$ cat src/rtl/vscale_hasti_wbuf_bridge_pkg.sv
`default_nettype none
// ============================================================================
// Module      : vscale_hasti_wbuf_bridge_pkg
// Description : Shared HASTI (AHB-Lite) encodings, bridge FSM state encoding
//               and the request legality helper for the write-buffer bridge.
// Ports       : none (package)
// Revision    : 1.0 - initial release
// ============================================================================
package vscale_hasti_wbuf_bridge_pkg;

    localparam logic [1:0] HASTI_TRANS_IDLE     = 2'b00;
    localparam logic [1:0] HASTI_TRANS_NONSEQ   = 2'b10;
    localparam logic [2:0] HASTI_BURST_SINGLE   = 3'b000;
    localparam logic       HASTI_MASTER_NO_LOCK = 1'b0;
    localparam logic       HASTI_RESP_OKAY      = 1'b0;
    localparam logic       HASTI_RESP_ERROR     = 1'b1;
    localparam logic [3:0] HASTI_PROT_DATA_PRIV = 4'b0011;

    typedef enum logic [1:0] {
        ST_IDLE = 2'd0,
        ST_ADDR = 2'd1,
        ST_DATA = 2'd2
    } bridge_state_t;

    // A request is legal when its size fits the data bus and the byte
    // address is naturally aligned to that size.
    function automatic logic req_legal(input logic [2:0] size,
                                       input logic [2:0] addr_lo,
                                       input logic [2:0] max_size);
        logic [7:0] mask;
        mask      = (8'd1 << size) - 8'd1;
        req_legal = (size <= max_size) && ((addr_lo & mask[2:0]) == 3'd0);
    endfunction

endpackage
`default_nettype wire

$ cat src/rtl/vscale_hasti_wbuf_bridge_if.sv
`default_nettype none
// ============================================================================
// Module      : vscale_hasti_wbuf_bridge_if
// Description : Bundle of the core request/response channel, the write-error
//               reporting signals and the HASTI master bus.
//               master : bridge view (drives the bus and the core responses)
//               slave  : environment view (core + interconnect)
// Revision    : 1.0 - initial release
// ============================================================================
interface vscale_hasti_wbuf_bridge_if #(
    parameter int ADDR_W = 32,
    parameter int DATA_W = 32
);
    // HASTI bus
    logic [ADDR_W-1:0] haddr;
    logic              hwrite;
    logic [2:0]        hsize;
    logic [2:0]        hburst;
    logic              hmastlock;
    logic [3:0]        hprot;
    logic [1:0]        htrans;
    logic [DATA_W-1:0] hwdata;
    logic [DATA_W-1:0] hrdata;
    logic              hready;
    logic              hresp;
    // Core request / response
    logic              req_valid;
    logic              req_ready;
    logic              req_wen;
    logic [2:0]        req_size;
    logic [ADDR_W-1:0] req_addr;
    logic [DATA_W-1:0] req_wdata;
    logic              rsp_valid;
    logic [DATA_W-1:0] rsp_rdata;
    logic              rsp_err;
    // Write buffer status and posted-write error capture
    logic              wbuf_empty;
    logic              werr_valid;
    logic [ADDR_W-1:0] werr_addr;
    logic              werr_clr;

    modport master (
        output haddr, hwrite, hsize, hburst, hmastlock, hprot, htrans, hwdata,
        input  hrdata, hready, hresp,
        input  req_valid, req_wen, req_size, req_addr, req_wdata, werr_clr,
        output req_ready, rsp_valid, rsp_rdata, rsp_err,
        output wbuf_empty, werr_valid, werr_addr
    );

    modport slave (
        input  haddr, hwrite, hsize, hburst, hmastlock, hprot, htrans, hwdata,
        output hrdata, hready, hresp,
        output req_valid, req_wen, req_size, req_addr, req_wdata, werr_clr,
        input  req_ready, rsp_valid, rsp_rdata, rsp_err,
        input  wbuf_empty, werr_valid, werr_addr
    );
endinterface
`default_nettype wire

$ cat src/rtl/vscale_sync_fifo.sv
`default_nettype none
// ============================================================================
// Module      : vscale_sync_fifo
// Description : Single-clock FIFO with registered storage. Push and pop in the
//               same cycle are both honoured. Head entry is visible on head_o
//               while not empty (show-ahead).
// Ports       : clk, rst_n (async active-low), push_i/push_data_i,
//               pop_i, full_o, empty_o, head_o
// Revision    : 1.0 - initial release
// ============================================================================
module vscale_sync_fifo #(
    parameter int WIDTH = 8,
    parameter int DEPTH = 4
) (
    input  wire logic             clk,
    input  wire logic             rst_n,
    input  wire logic             push_i,
    input  wire logic [WIDTH-1:0] push_data_i,
    input  wire logic             pop_i,
    output logic                  full_o,
    output logic                  empty_o,
    output logic [WIDTH-1:0]      head_o
);
    localparam int PTR_W = $clog2(DEPTH);

    logic [WIDTH-1:0] mem_q [DEPTH];
    logic [PTR_W-1:0] wr_ptr_q;
    logic [PTR_W-1:0] rd_ptr_q;
    logic [PTR_W:0]   count_q;
    logic             w_push;
    logic             w_pop;

    assign w_push  = push_i && !full_o;
    assign w_pop   = pop_i && !empty_o;
    assign full_o  = (count_q == (PTR_W+1)'(DEPTH));
    assign empty_o = (count_q == '0);
    assign head_o  = mem_q[rd_ptr_q];

    // DEPTH is a power of two, so the pointers wrap naturally.
    always_ff @(posedge clk or negedge rst_n) begin
        if (!rst_n) begin
            wr_ptr_q <= '0;
            rd_ptr_q <= '0;
            count_q  <= '0;
        end else begin
            if (w_push) wr_ptr_q <= wr_ptr_q + PTR_W'(1);
            if (w_pop)  rd_ptr_q <= rd_ptr_q + PTR_W'(1);
            case ({w_push, w_pop})
                2'b10:   count_q <= count_q + (PTR_W+1)'(1);
                2'b01:   count_q <= count_q - (PTR_W+1)'(1);
                default: count_q <= count_q;
            endcase
        end
    end

    always_ff @(posedge clk) begin
        if (w_push) mem_q[wr_ptr_q] <= push_data_i;
    end

endmodule
`default_nettype wire

$ cat src/rtl/vscale_hasti_wbuf_bridge.sv
`default_nettype none
// ============================================================================
// Module      : vscale_hasti_wbuf_bridge
// Description : Core-to-HASTI master bridge with a posted-write buffer.
//               Writes are queued and retired in order; reads wait until the
//               buffer drains, preserving program order. Each transfer runs
//               IDLE -> ADDR -> DATA with registered address-phase outputs.
// Ports       : hclk, hresetn (async active-low),
//               bus : master modport carrying the HASTI bus, the core
//                     request/response channel and write-error reporting
// Revision    : 1.0 - initial release
// ============================================================================
module vscale_hasti_wbuf_bridge
    import vscale_hasti_wbuf_bridge_pkg::*;
#(
    parameter int ADDR_W     = 32,
    parameter int DATA_W     = 32,
    parameter int WBUF_DEPTH = 4
) (
    input  wire logic                 hclk,
    input  wire logic                 hresetn,
    vscale_hasti_wbuf_bridge_if.master bus
);
    localparam logic [2:0] MAX_SIZE = (DATA_W == 64) ? 3'd3 : 3'd2;
    localparam int         ENT_W    = ADDR_W + 3 + DATA_W;

    bridge_state_t     state_q,      state_d;
    logic [ADDR_W-1:0] haddr_q,      haddr_d;
    logic              hwrite_q,     hwrite_d;
    logic [2:0]        hsize_q,      hsize_d;
    logic [DATA_W-1:0] wdata_q,      wdata_d;
    logic [DATA_W-1:0] hwdata_q,     hwdata_d;
    logic              ill_rsp_q,    ill_rsp_d;
    logic              werr_valid_q, werr_valid_d;
    logic [ADDR_W-1:0] werr_addr_q,  werr_addr_d;

    logic              w_fifo_full;
    logic              w_fifo_empty;
    logic [ENT_W-1:0]  w_head;
    logic [ADDR_W-1:0] w_head_addr;
    logic [2:0]        w_head_size;
    logic [DATA_W-1:0] w_head_data;
    logic              w_legal;
    logic              w_req_ready;
    logic              w_acc;
    logic              w_push;
    logic              w_rd_acc;
    logic              w_ill_rd;
    logic              w_ill_wr;
    logic              w_done;
    logic              w_rd_done;
    logic              w_pop;
    logic              w_bus_werr;
    logic              w_new_err;

    assign w_legal     = req_legal(bus.req_size, bus.req_addr[2:0], MAX_SIZE);
    // Reads only enter an idle, drained bridge: strict program order.
    assign w_req_ready = bus.req_wen ? !w_fifo_full
                                     : (w_fifo_empty && (state_q == ST_IDLE) && !ill_rsp_q);
    assign w_acc       = bus.req_valid && w_req_ready;
    assign w_push      = w_acc && bus.req_wen && w_legal;
    assign w_rd_acc    = w_acc && !bus.req_wen && w_legal;
    assign w_ill_rd    = w_acc && !bus.req_wen && !w_legal;
    assign w_ill_wr    = w_acc && bus.req_wen && !w_legal;

    // Completion only on the final (hready=1) cycle, covering two-cycle ERROR.
    assign w_done      = (state_q == ST_DATA) && bus.hready;
    assign w_rd_done   = w_done && !hwrite_q;
    // The head entry stays queued until its data phase retires.
    assign w_pop       = w_done && hwrite_q;
    assign w_bus_werr  = w_pop && (bus.hresp == HASTI_RESP_ERROR);
    assign w_new_err   = w_bus_werr || w_ill_wr;

    assign w_head_addr = w_head[ENT_W-1 -: ADDR_W];
    assign w_head_size = w_head[DATA_W+2 : DATA_W];
    assign w_head_data = w_head[DATA_W-1:0];

    vscale_sync_fifo #(
        .WIDTH (ENT_W),
        .DEPTH (WBUF_DEPTH)
    ) u_wbuf (
        .clk         (hclk),
        .rst_n       (hresetn),
        .push_i      (w_push),
        .push_data_i ({bus.req_addr, bus.req_size, bus.req_wdata}),
        .pop_i       (w_pop),
        .full_o      (w_fifo_full),
        .empty_o     (w_fifo_empty),
        .head_o      (w_head)
    );

    // State register
    always_ff @(posedge hclk or negedge hresetn) begin
        if (!hresetn) begin
            state_q      <= ST_IDLE;
            haddr_q      <= '0;
            hwrite_q     <= 1'b0;
            hsize_q      <= '0;
            wdata_q      <= '0;
            hwdata_q     <= '0;
            ill_rsp_q    <= 1'b0;
            werr_valid_q <= 1'b0;
            werr_addr_q  <= '0;
        end else begin
            state_q      <= state_d;
            haddr_q      <= haddr_d;
            hwrite_q     <= hwrite_d;
            hsize_q      <= hsize_d;
            wdata_q      <= wdata_d;
            hwdata_q     <= hwdata_d;
            ill_rsp_q    <= ill_rsp_d;
            werr_valid_q <= werr_valid_d;
            werr_addr_q  <= werr_addr_d;
        end
    end

    // Next-state logic
    always_comb begin
        state_d  = state_q;
        haddr_d  = haddr_q;
        hwrite_d = hwrite_q;
        hsize_d  = hsize_q;
        wdata_d  = wdata_q;
        hwdata_d = hwdata_q;
        case (state_q)
            ST_IDLE: begin
                // A read is only accepted with the buffer empty, so the two
                // sources are mutually exclusive.
                if (w_rd_acc) begin
                    haddr_d  = bus.req_addr;
                    hwrite_d = 1'b0;
                    hsize_d  = bus.req_size;
                    wdata_d  = '0;
                    state_d  = ST_ADDR;
                end else if (!w_fifo_empty) begin
                    haddr_d  = w_head_addr;
                    hwrite_d = 1'b1;
                    hsize_d  = w_head_size;
                    wdata_d  = w_head_data;
                    state_d  = ST_ADDR;
                end
            end
            ST_ADDR: begin
                if (bus.hready) begin
                    hwdata_d = wdata_q;
                    state_d  = ST_DATA;
                end
            end
            ST_DATA: begin
                if (bus.hready) state_d = ST_IDLE;
            end
            default: state_d = ST_IDLE;
        endcase

        ill_rsp_d = w_ill_rd;

        // First error is sticky; a clear coinciding with a new error loses.
        werr_valid_d = werr_valid_q;
        werr_addr_d  = werr_addr_q;
        if (w_new_err && (!werr_valid_q || bus.werr_clr)) begin
            werr_valid_d = 1'b1;
            werr_addr_d  = w_bus_werr ? haddr_q : bus.req_addr;
        end else if (bus.werr_clr) begin
            werr_valid_d = 1'b0;
        end
    end

    // Output logic
    always_comb begin
        bus.haddr      = haddr_q;
        bus.hwrite     = hwrite_q;
        bus.hsize      = hsize_q;
        bus.hburst     = HASTI_BURST_SINGLE;
        bus.hmastlock  = HASTI_MASTER_NO_LOCK;
        bus.hprot      = HASTI_PROT_DATA_PRIV;
        bus.htrans     = (state_q == ST_ADDR) ? HASTI_TRANS_NONSEQ : HASTI_TRANS_IDLE;
        bus.hwdata     = hwdata_q;
        bus.req_ready  = w_req_ready;
        bus.rsp_valid  = w_rd_done || ill_rsp_q;
        bus.rsp_rdata  = bus.hrdata;
        bus.rsp_err    = ill_rsp_q || (w_rd_done && (bus.hresp == HASTI_RESP_ERROR));
        bus.wbuf_empty = w_fifo_empty && !((state_q != ST_IDLE) && hwrite_q);
        bus.werr_valid = werr_valid_q;
        bus.werr_addr  = werr_addr_q;
    end

endmodule
`default_nettype wire

$ cat src/flat_wrapper.sv
// flat-port wrapper written by rule: the top's interface ports become plain ports
module vscale_hasti_wbuf_bridge_flat import vscale_hasti_wbuf_bridge_pkg::*;
#(
    parameter int ADDR_W     = 32,
    parameter int DATA_W     = 32,
    parameter int WBUF_DEPTH = 4
)
  (hclk, hresetn, bus_haddr, bus_hwrite, bus_hsize, bus_hburst, bus_hmastlock, bus_hprot, bus_htrans, bus_hwdata, bus_hrdata, bus_hready, bus_hresp, bus_req_valid, bus_req_wen, bus_req_size, bus_req_addr, bus_req_wdata, bus_werr_clr, bus_req_ready, bus_rsp_valid, bus_rsp_rdata, bus_rsp_err, bus_wbuf_empty, bus_werr_valid, bus_werr_addr);
  vscale_hasti_wbuf_bridge_if #(.ADDR_W(ADDR_W), .DATA_W(DATA_W)) bus_i ();
  input  wire logic hclk;
  input  wire logic hresetn;
  output wire logic [$bits(bus_i.haddr)-1:0] bus_haddr;
  output wire logic [$bits(bus_i.hwrite)-1:0] bus_hwrite;
  output wire logic [$bits(bus_i.hsize)-1:0] bus_hsize;
  output wire logic [$bits(bus_i.hburst)-1:0] bus_hburst;
  output wire logic [$bits(bus_i.hmastlock)-1:0] bus_hmastlock;
  output wire logic [$bits(bus_i.hprot)-1:0] bus_hprot;
  output wire logic [$bits(bus_i.htrans)-1:0] bus_htrans;
  output wire logic [$bits(bus_i.hwdata)-1:0] bus_hwdata;
  input wire logic [$bits(bus_i.hrdata)-1:0] bus_hrdata;
  input wire logic [$bits(bus_i.hready)-1:0] bus_hready;
  input wire logic [$bits(bus_i.hresp)-1:0] bus_hresp;
  input wire logic [$bits(bus_i.req_valid)-1:0] bus_req_valid;
  input wire logic [$bits(bus_i.req_wen)-1:0] bus_req_wen;
  input wire logic [$bits(bus_i.req_size)-1:0] bus_req_size;
  input wire logic [$bits(bus_i.req_addr)-1:0] bus_req_addr;
  input wire logic [$bits(bus_i.req_wdata)-1:0] bus_req_wdata;
  input wire logic [$bits(bus_i.werr_clr)-1:0] bus_werr_clr;
  output wire logic [$bits(bus_i.req_ready)-1:0] bus_req_ready;
  output wire logic [$bits(bus_i.rsp_valid)-1:0] bus_rsp_valid;
  output wire logic [$bits(bus_i.rsp_rdata)-1:0] bus_rsp_rdata;
  output wire logic [$bits(bus_i.rsp_err)-1:0] bus_rsp_err;
  output wire logic [$bits(bus_i.wbuf_empty)-1:0] bus_wbuf_empty;
  output wire logic [$bits(bus_i.werr_valid)-1:0] bus_werr_valid;
  output wire logic [$bits(bus_i.werr_addr)-1:0] bus_werr_addr;
  assign bus_haddr = bus_i.haddr;
  assign bus_hwrite = bus_i.hwrite;
  assign bus_hsize = bus_i.hsize;
  assign bus_hburst = bus_i.hburst;
  assign bus_hmastlock = bus_i.hmastlock;
  assign bus_hprot = bus_i.hprot;
  assign bus_htrans = bus_i.htrans;
  assign bus_hwdata = bus_i.hwdata;
  assign bus_i.hrdata = bus_hrdata;
  assign bus_i.hready = bus_hready;
  assign bus_i.hresp = bus_hresp;
  assign bus_i.req_valid = bus_req_valid;
  assign bus_i.req_wen = bus_req_wen;
  assign bus_i.req_size = bus_req_size;
  assign bus_i.req_addr = bus_req_addr;
  assign bus_i.req_wdata = bus_req_wdata;
  assign bus_i.werr_clr = bus_werr_clr;
  assign bus_req_ready = bus_i.req_ready;
  assign bus_rsp_valid = bus_i.rsp_valid;
  assign bus_rsp_rdata = bus_i.rsp_rdata;
  assign bus_rsp_err = bus_i.rsp_err;
  assign bus_wbuf_empty = bus_i.wbuf_empty;
  assign bus_werr_valid = bus_i.werr_valid;
  assign bus_werr_addr = bus_i.werr_addr;
  vscale_hasti_wbuf_bridge #(.ADDR_W(ADDR_W), .DATA_W(DATA_W), .WBUF_DEPTH(WBUF_DEPTH)) u_core (.hclk(hclk), .hresetn(hresetn), .bus(bus_i));
endmodule
$ cat config.mk
export PLATFORM = sky130hd
export DESIGN_NAME = vscale_hasti_wbuf_bridge_flat
export DESIGN_NICKNAME = d
export VERILOG_FILES = /design/src/rtl/vscale_hasti_wbuf_bridge_pkg.sv /design/src/rtl/vscale_hasti_wbuf_bridge_if.sv /design/src/rtl/vscale_sync_fifo.sv /design/src/rtl/vscale_hasti_wbuf_bridge.sv /design/src/flat_wrapper.sv
export SDC_FILE = /design/constraint.sdc
export NUM_CORES = 1
export LEC_CHECK = 0
export BUFFER_PORTS_ARGS = -buffer_cell sky130_fd_sc_hd__buf_4
export CORE_ASPECT_RATIO = 1.75
export CORE_UTILIZATION = 50
export CTS_BUF_LIST = sky130_fd_sc_hd__clkbuf_2
export CTS_CLUSTER_SIZE = 14
export DETAILED_ROUTE_END_ITERATION = 12
export GPL_ROUTABILITY_DRIVEN = 0
export MAX_ROUTING_LAYER = met4
export PLACE_DENSITY = 0.71
export SYNTH_ARGS = -nofsm -noshare
export SYNTH_HDL_FRONTEND = slang
export SYNTH_SLANG_ARGS = --single-unit
$ cat constraint.sdc
create_clock -name hclk -period 4.4 [get_ports hclk]
set_clock_uncertainty 0.1 [all_clocks]
set_input_delay 0.44 -clock hclk [delete_from_list [all_inputs] [get_ports hclk]]
set_output_delay 0.44 -clock hclk [all_outputs]
set_load 0.02 [all_outputs]
==> flow_summary_export.csv, run 1 <==
group,metric,value,unit
floorplan,core.rowCount,88,
critical_path,start_kind,"input pin",
global_routing,grt_first_pass_wirelength,62.6,mm
detailed_routing,drt_iter0_drc,743,
floorplan,coreArea,32900,µm²
pwr,irDropWorstVdd,0.414,mV
clock_network,cts_made_buffers,88,
sta,slew_headroom,17.8,%
global_routing,track_usage,25.0,%
sta,fmax,320,MHz
layout,area_growth,20.1,%
synthesis,synth_top_area_share,48.0,%
synthesis,syn_inst,1135,
clock_network,post-cts-setup-buffers,0,
layout,register_area,11600,µm²
floorplan,die_h,244,µm
detailed_routing,drc,0,
critical_path,end_kind,"register",
clock_network,root_buffer,"clkbuf_2",
global_routing,grt_pass1_vias,11100,
synthesis,ys_seq_area_share,69.4,%
synthesis,yosysUniqueCellTypes,44,
critical_path,crit_type,"input pin to register",
sta,period_minus_slack,3.13,ns
sta,hold_viol_final,0,
synthesis,synth_top_area_cell,"edfxtp_1",
detailed_routing,wl_per_cell,21.4,µm
global_routing,grt_max_degree,69,
synthesis,yosys.cell_count.top_type,"edfxtp_1",
detailed_routing,wirelength,40.4,mm
clock_network,cts_tree,"built",
detailed_routing,via_per_inst,5.63,
synthesis,yosys_warnings,0,
sta,min_period_over_period,71.1,%
sta,rsz0062_at_grt,"false",
flow_run,max_cap_violations,0,
clock_network,numClockSinks,411,
clock_network,clockBufferDepth,3,
clock_network,clk-insertion-delay-late,0.99,ns
global_routing,gr-total-overflow,0,
synthesis,synthFlopType,"edfxtp_1",
detailed_routing,dr_wl_met2,20.7,mm
detailed_routing,met3_wirelength,2.23,mm
placed_design,dp_hpwl,24.7,mm
synthesis,ys_ff_latch,411,
sta,fin_ws,1.27,ns
sta,slew_viol_final,0,
placed_design,post-place-ws,1.09,ns
detailed_routing,met1Wirelength,15.8,mm
synthesis,synth_edf_count,268,
min_path,hold_class,"input pin to register",
clock_network,clk_pin_slew_worst_paths,0.09,ns
global_routing,antenna_found_initial,1,
pwr,p_per_area,601,nW/µm²
sta,fin_tns_setup,0,ns
run_status,outcome,"completed",
sta,setup_violations,0,
detailed_routing,dr_total_vias,10600,
layout,multi_input_area,4300,µm²
floorplan,die_w,140,µm
clock_network,cts_max_level,3,
synthesis,synthTopCellsByCount,"edfxtp_1, dfrtp_1, nor2_1, inv_1, nand2_1",
pwr,p_leak,7.77,nW
sta,worst_slew_pin_slew,1.23,ns
synthesis,synth_area_leaders,"edfxtp_1, dfrtp_1, mux4_2, nor2_1, buf_4",
layout,fillers,2442,
critical_path,worst_ep_required_time,4.94,ns
floorplan,dieArea,34300,µm²
min_path,min_path_cells,2,
placed_design,port_buffers,179,
detailed_routing,postRouteAntennaNets,0,
synthesis,ys_async_sr_fraction,34.8,%
layout,drive_above_1_share,28.8,%
critical_path,crit_fanout,41,
layout,nets,1519,
floorplan,ioPinCount,253,
floorplan,start_util,50.9,%
critical_path,crit_arrival,3.67,ns
detailed_routing,highest_layer,"met4",
synthesis,synth_area,16800,µm²
critical_path,r2r_cells,5,
detailed_routing,first_pass_iters,5,
synthesis,syn_avg_cell_area,14.8,µm²
[report_power, final]
group / switching (W) / internal (W)
sequential: 0.000772 / 0.00479
clock: 0.00146 / 0.00102
combinational: 0.00218 / 0.00187
[flip-flops by register name, summed over array words and instances, names as in the netlist, 2 cells and up]
signal,flops
u_core.bus.hwdata,32
u_core.bus.hsize,3
u_core.u_wbuf.mem_q,268
u_core.u_wbuf.wr_ptr_q,2
u_core.wdata_q,32
u_core.bus.haddr,32
u_core.u_wbuf.rd_ptr_q,2
u_core.u_wbuf.count_q,3
u_core.state_q,2
u_core.bus.werr_addr,32
[worst max-delay path, stage by stage]
cell and delay, ns:
dlygate4sd3_1 0.58, buf_4 0.14, nand2_1 0.04, dlygate4sd3_1 0.56, a21oi_1 0.39, nor3b_2 0.54, and2_4 0.66, buf_12 0.29
[final cells by class]
| class | instances | area share, % |
|---|---|---|
| clock buffers | 126 | 3.13 |
| multi-input cells | 540 | 21.4 |
| flip-flops and latches | 411 | 57.8 |
| well taps | 405 | 2.52 |
| clock inverters | 39 | 1.32 |
| diodes | 1 | 0.0124 |
| inverters | 74 | 1.38 |
| repair buffers | 291 | 12.4 |
[final timing paths]
kind,slack [ns],start,to
max reg2reg,1.45,u_core.u_wbuf.count_q[0],u_core.u_wbuf.mem_q[1][56]
min,0.13,bus_req_wdata[31],u_core.u_wbuf.mem_q[2][31]
min in group asynchronous,0.42,hresetn,u_core.bus.werr_addr[10]
max in group asynchronous,3.04,hresetn,u_core.u_wbuf.rd_ptr_q[0]
max,1.27,bus_req_wen,u_core.u_wbuf.mem_q[1][56]
min reg2reg,0.40,u_core.bus.hwdata[26],u_core.bus.hwdata[26]
[metal layers]
layer	global-route usage (%)	vias up
met5	-	-
met4	12.7	0
met3	4.64	118
met2	40.2	382
met1	30.4	5347
li1	-	4783
[timing repair]
item / in CTS / in global routing
endpoints found under the hold margin: 436 / 0
gates resized for setup: 0 / 0
hold buffers: 94 / 0
[placed cells by master (no fill, tap or decap), types with 4 or more instances in the layout]
cell type | synthesis | layout
clkinv_2 | 0 | 9
a211oi_1 | 34 | 34
o21ai_0 | 34 | 34
nand2_1 | 71 | 70
edfxtp_1 | 268 | 268
dfrtp_1 | 143 | 141
buf_12 | 0 | 5
o2bb2ai_1 | 32 | 32
clkbuf_2 | 0 | 126
nor2_1 | 140 | 140
dlygate4sd3_1 | 0 | 93
o31ai_1 | 33 | 33
a21oi_1 | 6 | 6
and2_4 | 0 | 4
bufinv_16 | 0 | 4
mux4_2 | 67 | 67
clkinv_1 | 0 | 24
nor4_1 | 33 | 33
conb_1 | 2 | 9
a221oi_1 | 32 | 32
buf_4 | 42 | 191
ha_1 | 6 | 6
inv_1 | 74 | 74
[through the flow]
stage | cell area [µm²] | util (%) | total power, W | cells | hold WS [ns]
final | 20100 | 61.1 | 0.0121 | 1887 | 0.130
after global routing | 20100 | 61.1 | 0.0128 | 1887 | 0.0393
after global placement | 18300 | 55.5 | 0.00953 | 1627 | 0.369
after detailed placement | 18300 | 55.5 | 0.00963 | 1627 | 0.375
after floorplan | 16800 | - | 0.00806 | 1142 | 0.0444
after CTS | 20100 | 61.1 | 0.0122 | 1886 | 0.00150
[cell families after synthesis]
| kind of cell | synth area share [%] |
|---|---|
| AOI/OAI and AO/OA | 7.86 |
| xor gates and xnor gates | 0.314 |
| adders and majority gates | 0.568 |
| buffers and inverters | 5.50 |
| DFF | 69.4 |
| muxes | 9.19 |
| other | 0.0448 |
| and+or+nand+nor | 7.12 |
Note: power is estimated with default switching activity, not from simulation.
==> run 2, diff against run 1 <==
- PLACE_DENSITY: 0.71 -> 0.74
- clock period: 4.4 -> 2.7 ns (I/O delays scaled with it)
==> flow_summary_export.csv, run 2 (synthesis results as in run 1) <==
group,metric,value,unit
min_path,hold_start,"bus_req_addr[31]",
critical_path,end_kind,"register",
layout,area_growth,26.2,%
clock_network,cts_tree,"built",
critical_path,worst_ep_required_time,3.48,ns
layout,largest_register_ffs,268,
clock_network,clk_pin_slew_worst_paths,0.15,ns
global_routing,track_usage,27.0,%
clock_network,numClockSinks,411,
global_routing,antenna_found_initial,2,
pwr,p_leak,8.24,nW
pwr,irDropWorstVdd,0.580,mV
detailed_routing,wl_per_cell,21.9,µm
sta,worst_slew_pin_slew,0.597,ns
critical_path,crit_fanout,39,
layout,final_common_cell,"edfxtp_1",
detailed_routing,highest_layer,"met4",
clock_network,clockBufferDepth,3,
critical_path,start_kind,"input pin",
clock_network,clk-insertion-delay-late,1.00,ns
detailed_routing,drc,0,
floorplan,ioPinCount,253,
detailed_routing,first_pass_iters,6,
critical_path,startpoint,"bus_req_size[2]",
sta,fin_tns_setup,-0.00679,ns
sta,hold_viol_final,0,
run_status,outcome,"finished with violations",
detailed_routing,met1Wirelength,15.3,mm
floorplan,die_w,140,µm
global_routing,grt_first_pass_wirelength,66.7,mm
layout,final_cell_mix,"edfxtp_1, buf_4, dlygate4sd3_1, dfrtp_1, nor2_1",
layout,fillers,2381,
sta,slew_headroom,60.2,%
detailed_routing,drt_iter0_drc,801,
clock_network,cts_made_buffers,90,
global_routing,gr-total-overflow,0,
placed_design,port_buffers,179,
critical_path,crit_type,"input pin to register",
detailed_routing,dr_total_vias,11300,
global_routing,grt_pass1_vias,12000,
layout,drive_above_1_share,30.0,%
layout,nets,1602,
floorplan,dieArea,34300,µm²
detailed_routing,via_per_inst,5.71,
clock_network,cts_max_level,3,
pwr,p_per_area,955,nW/µm²
critical_path,crit_arrival,3.49,ns
global_routing,grt_max_degree,65,
sta,fin_hold_ws,0.110,ns
flow_run,max_cap_violations,0,
sta,slew_viol_final,0,
sta,fmax,369,MHz
floorplan,start_util,50.9,%
floorplan,core.rowCount,88,
placed_design,dp_hpwl,25.3,mm
detailed_routing,postRouteAntennaNets,0,
run_status,violations,"setup timing",
sta,fin_ws,-0.00679,ns
layout,post-route-util,64.2,%
sta,period_minus_slack,2.71,ns
layout,largest-register,"u_core.u_wbuf.mem_q",
critical_path,timing.rr.start,"u_core.u_wbuf.count_q[0]",
floorplan,coreArea,32900,µm²
sta,min_period_over_period,100,%
sta,setup_violations,1,
detailed_routing,met3_wirelength,2.71,mm
min_path,hold_class,"input pin to register",
detailed_routing,wirelength,43.3,mm
clock_network,root_buffer,"clkbuf_2",
floorplan,die_h,244,µm
detailed_routing,dr_wl_met2,23.1,mm
[run 2: cell types whose count changed in the layout (fill, tap and decap cells not counted), moves of 2 or more]
cell	change
buf_12	+16
buf_4	+12
buf_6	+3
clkbuf_2	+2
clkinv_1	-3
clkinv_2	+4
diode_2	+2
dlygate4sd3_1	+50
[run 2: final cells by class]
cell class	instances	area, µm²	area share [%]
Sequential cell	411	11600	55.0
Multi-Input combinational cell	540	4320	20.5
Timing Repair Buffer	372	3450	16.3
Clock buffer	128	641	3.03
Tap cell	405	507	2.40
Clock inverter	41	302	1.43
Inverter	74	278	1.31
Antenna cell	3	7.51	0.0355
[run 2: power breakdown]
part	leakage, nW	internal, W	switching, W
clock network	0.695	0.00178	0.00247
registers	4.10	0.00782	0.00104
logic	3.45	0.00326	0.00383
[run 2: timing repair]
action                     in CTS  in global routing
setup endpoints to repair       3                  3
hold endpoints to repair      521                  0
resized for setup               4                  7
hold buffers                  144                  0
buffers inserted                4                  0
[run 2: worst paths after layout]
path,end,slack (ns),cells after the start
min in group asynchronous,u_core.bus.haddr[31],0.36,4
min,u_core.bus.haddr[31],0.11,4
max,u_core.bus.werr_addr[24],-0.007,11
max in group asynchronous,u_core.bus.haddr[5],1.64,4
max reg2reg,u_core.bus.werr_addr[24],0.22,8
min reg2reg,u_core.bus.hwdata[9],0.40,2
[run 2: worst max-delay path: stages]
cell           delay [ns]
dlygate4sd3_1        0.54
buf_4                0.16
or3_1                0.34
ha_1                 0.22
nand2b_1             0.18
mux2i_4              0.20
buf_6                0.34
o2111a_1             0.28
buf_12               0.23
a221oi_1             0.11
dlygate4sd3_1        0.57
[run 2: through the flow]
stage	cells	setup WS (ns)	total power (W)	instance area, µm²
detailed placement	1655	-0.132	0.0158	18700
floorplan	1142	0.00532	0.0132	16800
global route	1973	-0.0143	0.0213	21100
global placement	1655	-0.00183	0.0156	18700
CTS	1971	0.0204	0.0203	21100
finish	1974	-0.00679	0.0202	21100
[run 2: layer usage]
| metal | GRT usage (%) | vias to the layer above |
|---|---|---|
| met3 | 5.37 | 154 |
| met4 | 17.5 | 0 |
| met1 | 28.3 | 5657 |
| met5 | - | - |
| met2 | 46.3 | 490 |
| li1 | - | 4967 |
==> run 3, diff against run 2 <==
- ABC_AREA: default -> 1
==> flow_summary_export.csv, run 3 <==
group,metric,value,unit
run_status,outcome,"completed",
synthesis,synthTopCellsByCount,"nand2_1, edfxtp_1, o21ai_0, nor2_1, dfrtp_1",
clock_network,clk-insertion-delay-late,1.03,ns
detailed_routing,drt_iter0_drc,920,
synthesis,synth_top_area_share,48.2,%
sta,period_minus_slack,2.60,ns
flow_run,max_cap_violations,0,
clock_network,numClockSinks,411,
sta,hold_viol_final,0,
min_path,hold_class,"input pin to register",
layout,final_cell_mix,"nand2_1, edfxtp_1, o21ai_0, buf_4, dlygate4sd3_1",
sta,fmax,385,MHz
detailed_routing,wl_per_cell,19.3,µm
floorplan,dieArea,34100,µm²
layout,area_growth,25.9,%
floorplan,core.rowCount,88,
clock_network,clk_pin_slew_worst_paths,0.12,ns
pwr,irDropWorstVdd,0.698,mV
synthesis,ys_async_sr_fraction,34.8,%
critical_path,worst_ep_required_time,2.33,ns
critical_path,path_delay_family,"flip-flops",
floorplan,die_w,140,µm
synthesis,yosys_warnings,0,
critical_path,start_kind,"register",
global_routing,antenna_found_initial,3,
critical_path,cp_slowest_stage_delay,0.46,ns
global_routing,track_usage,26.4,%
floorplan,coreArea,32900,µm²
floorplan,ioPinCount,253,
critical_path,path_cells,"nor2_4 -> nand2_1 -> o21ai_4 -> buf_4",
synthesis,ys_seq_area_share,69.7,%
detailed_routing,drc,0,
layout,nets,1868,
critical_path,end_kind,"output pin",
layout,largest_register_ffs,268,
detailed_routing,first_pass_iters,5,
placed_design,port_buffers,179,
global_routing,grt_pass1_vias,12500,
synthesis,yosys.cell_count.top_type,"nand2_1",
layout,drive_above_1_share,22.7,%
layout,final_common_cell,"nand2_1",
detailed_routing,wirelength,43.1,mm
synthesis,ys_ff_latch,411,
synthesis,syn_inst,1409,
sta,slew_headroom,47.1,%
synthesis,synth_area,16700,µm²
layout,fillers,2458,
clock_network,cts_tree,"built",
global_routing,grt_first_pass_wirelength,66.5,mm
sta,min_period_over_period,96.2,%
critical_path,crit_type,"register to output pin",
pwr,total_power,0.0206,W
sta,setup_violations,0,
clock_network,cts_made_buffers,88,
synthesis,synth_top_area_cell,"edfxtp_1",
critical_path,critPathSlowestCell,"dfrtp_1",
critical_path,crit_arrival,2.23,ns
global_routing,gr-total-overflow,0,
synthesis,synth_edf_count,268,
global_routing,grt_max_degree,93,
layout,post-route-util,63.8,%
synthesis,syn_avg_cell_area,11.8,µm²
detailed_routing,via_per_inst,5.46,
floorplan,die_h,244,µm
synthesis,synthFlopType,"edfxtp_1",
sta,worst_slew_pin_slew,0.790,ns
synthesis,yosysUniqueCellTypes,30,
pwr,p_per_area,979,nW/µm²
detailed_routing,dr_total_vias,12200,
critical_path,crit_fanout,4,
clock_network,clockBufferDepth,3,
synthesis,synth_area_leaders,"edfxtp_1, dfrtp_1, nand2_1, o21ai_0, nor2_1",
clock_network,root_buffer,"clkbuf_2",
detailed_routing,postRouteAntennaNets,0,
floorplan,start_util,50.7,%
clock_network,cts_max_level,3,
placed_design,dp_hpwl,24.1,mm
critical_path,path_buf_inv,1,
sta,slew_viol_final,0,
layout,largest-register,"u_core.u_wbuf.mem_q",
pwr,p_leak,8.85,nW
## run 3: changes by cell type after synthesis, moves of 32 or more
cell	change
nor4_1	-33
nand4_1	+32
o22ai_1	+67
o31ai_1	-33
a221oi_1	-32
o2bb2ai_1	-32
mux4_2	-67
o21ai_0	+167
nand2_1	+223
a211oi_1	-34
inv_1	-50
## run 3: path summary, 6_finish.rpt
check / start / end / slack [ns] / cells past startpoint
worst max-delay path: u_core.state_q[1] / bus_req_ready / 0.10 / 4
worst min-delay path: bus_req_addr[31] / u_core.bus.haddr[31] / 0.11 / 6
worst max register to register: u_core.state_q[1] / u_core.u_wbuf.count_q[2] / 0.15 / 10
worst min register to register: u_core.wdata_q[22] / u_core.wdata_q[22] / 0.38 / 2
max in group asynchronous: hresetn / u_core.bus.werr_addr[24] / 1.86 / 4
min in group asynchronous: hresetn / u_core.bus.hwdata[12] / 0.27 / 4
## run 3: area by class of cell
type                    instances  area [µm²]  area share (%)
repair buffers                377        3540            16.9
well taps                     405         507            2.41
flip-flops and latches        411       11600            55.4
inverters                      25        98.8           0.471
clock buffers                 125         626            2.98
diodes                          3        7.51          0.0358
multi-input cells             852        4400            20.9
clock inverters                39         189           0.900
## run 3: power by group
part	switching [W]	internal (W)
sequential	0.000856	0.00782
combinational	0.00491	0.00322
clock	0.00240	0.00136
## run 3: metal layers
metal  global-route usage (%)  share of wire, %
met5                        -                 0
met1                     28.7                37
met2                     45.8                53
met4                     14.4               4.1
met3                     4.54               5.7
## run 3: worst reg2reg max path, cell delays in order, from the launching register on
cell,delay (ns)
dfrtp_1,0.46
nand3_1,0.17
nor2_1,0.30
nand2_1,0.16
inv_1,0.11
ha_1,0.14
inv_1,0.07
fa_1,0.45
a21oi_1,0.18
o21ai_0,0.14
xor2_1,0.16
## run 3: timing repair
| action | in CTS | in global routing |
|---|---|---|
| pin swaps | 1 | 1 |
| buffers inserted | 2 | 3 |
| hold buffers | 159 | 0 |
| hold endpoints to repair | 522 | 0 |
| gates resized for setup | 8 | 4 |
| setup endpoints to repair | 2 | 3 |
| cloned | 1 | 1 |
## run 3: logic make-up (layout without fill, tap and decap cells)
logic type,after synthesis,count (layout),synth area share (%)
multiplexers,64,64,4.08
other,2,12,0.0450
AND/OR/NAND/NOR,487,487,11.8
buffers and inverters,153,566,4.64
adder cells (fa/ha/maj),7,7,0.570
AO/OA/AOI/OAI,281,281,9.01
flip-flops,411,411,69.7
XOR/XNOR,4,4,0.210
## run 3: per-stage QoR
stage	setup slack [ns]	hold slack, ns	cells	instance area [µm²]	setup TNS, ns
after floorplan	-0.203	-0.126	1416	16800	-50.11
after global placement	0.105	0.208	1904	18400	0
after detailed placement	0.128	0.212	1904	18400	0
after CTS	-0.0437	0.0112	2230	20900	-0.0437
after global routing	-0.0245	0.0458	2237	21000	-0.0254
final	0.101	0.112	2237	21000	0
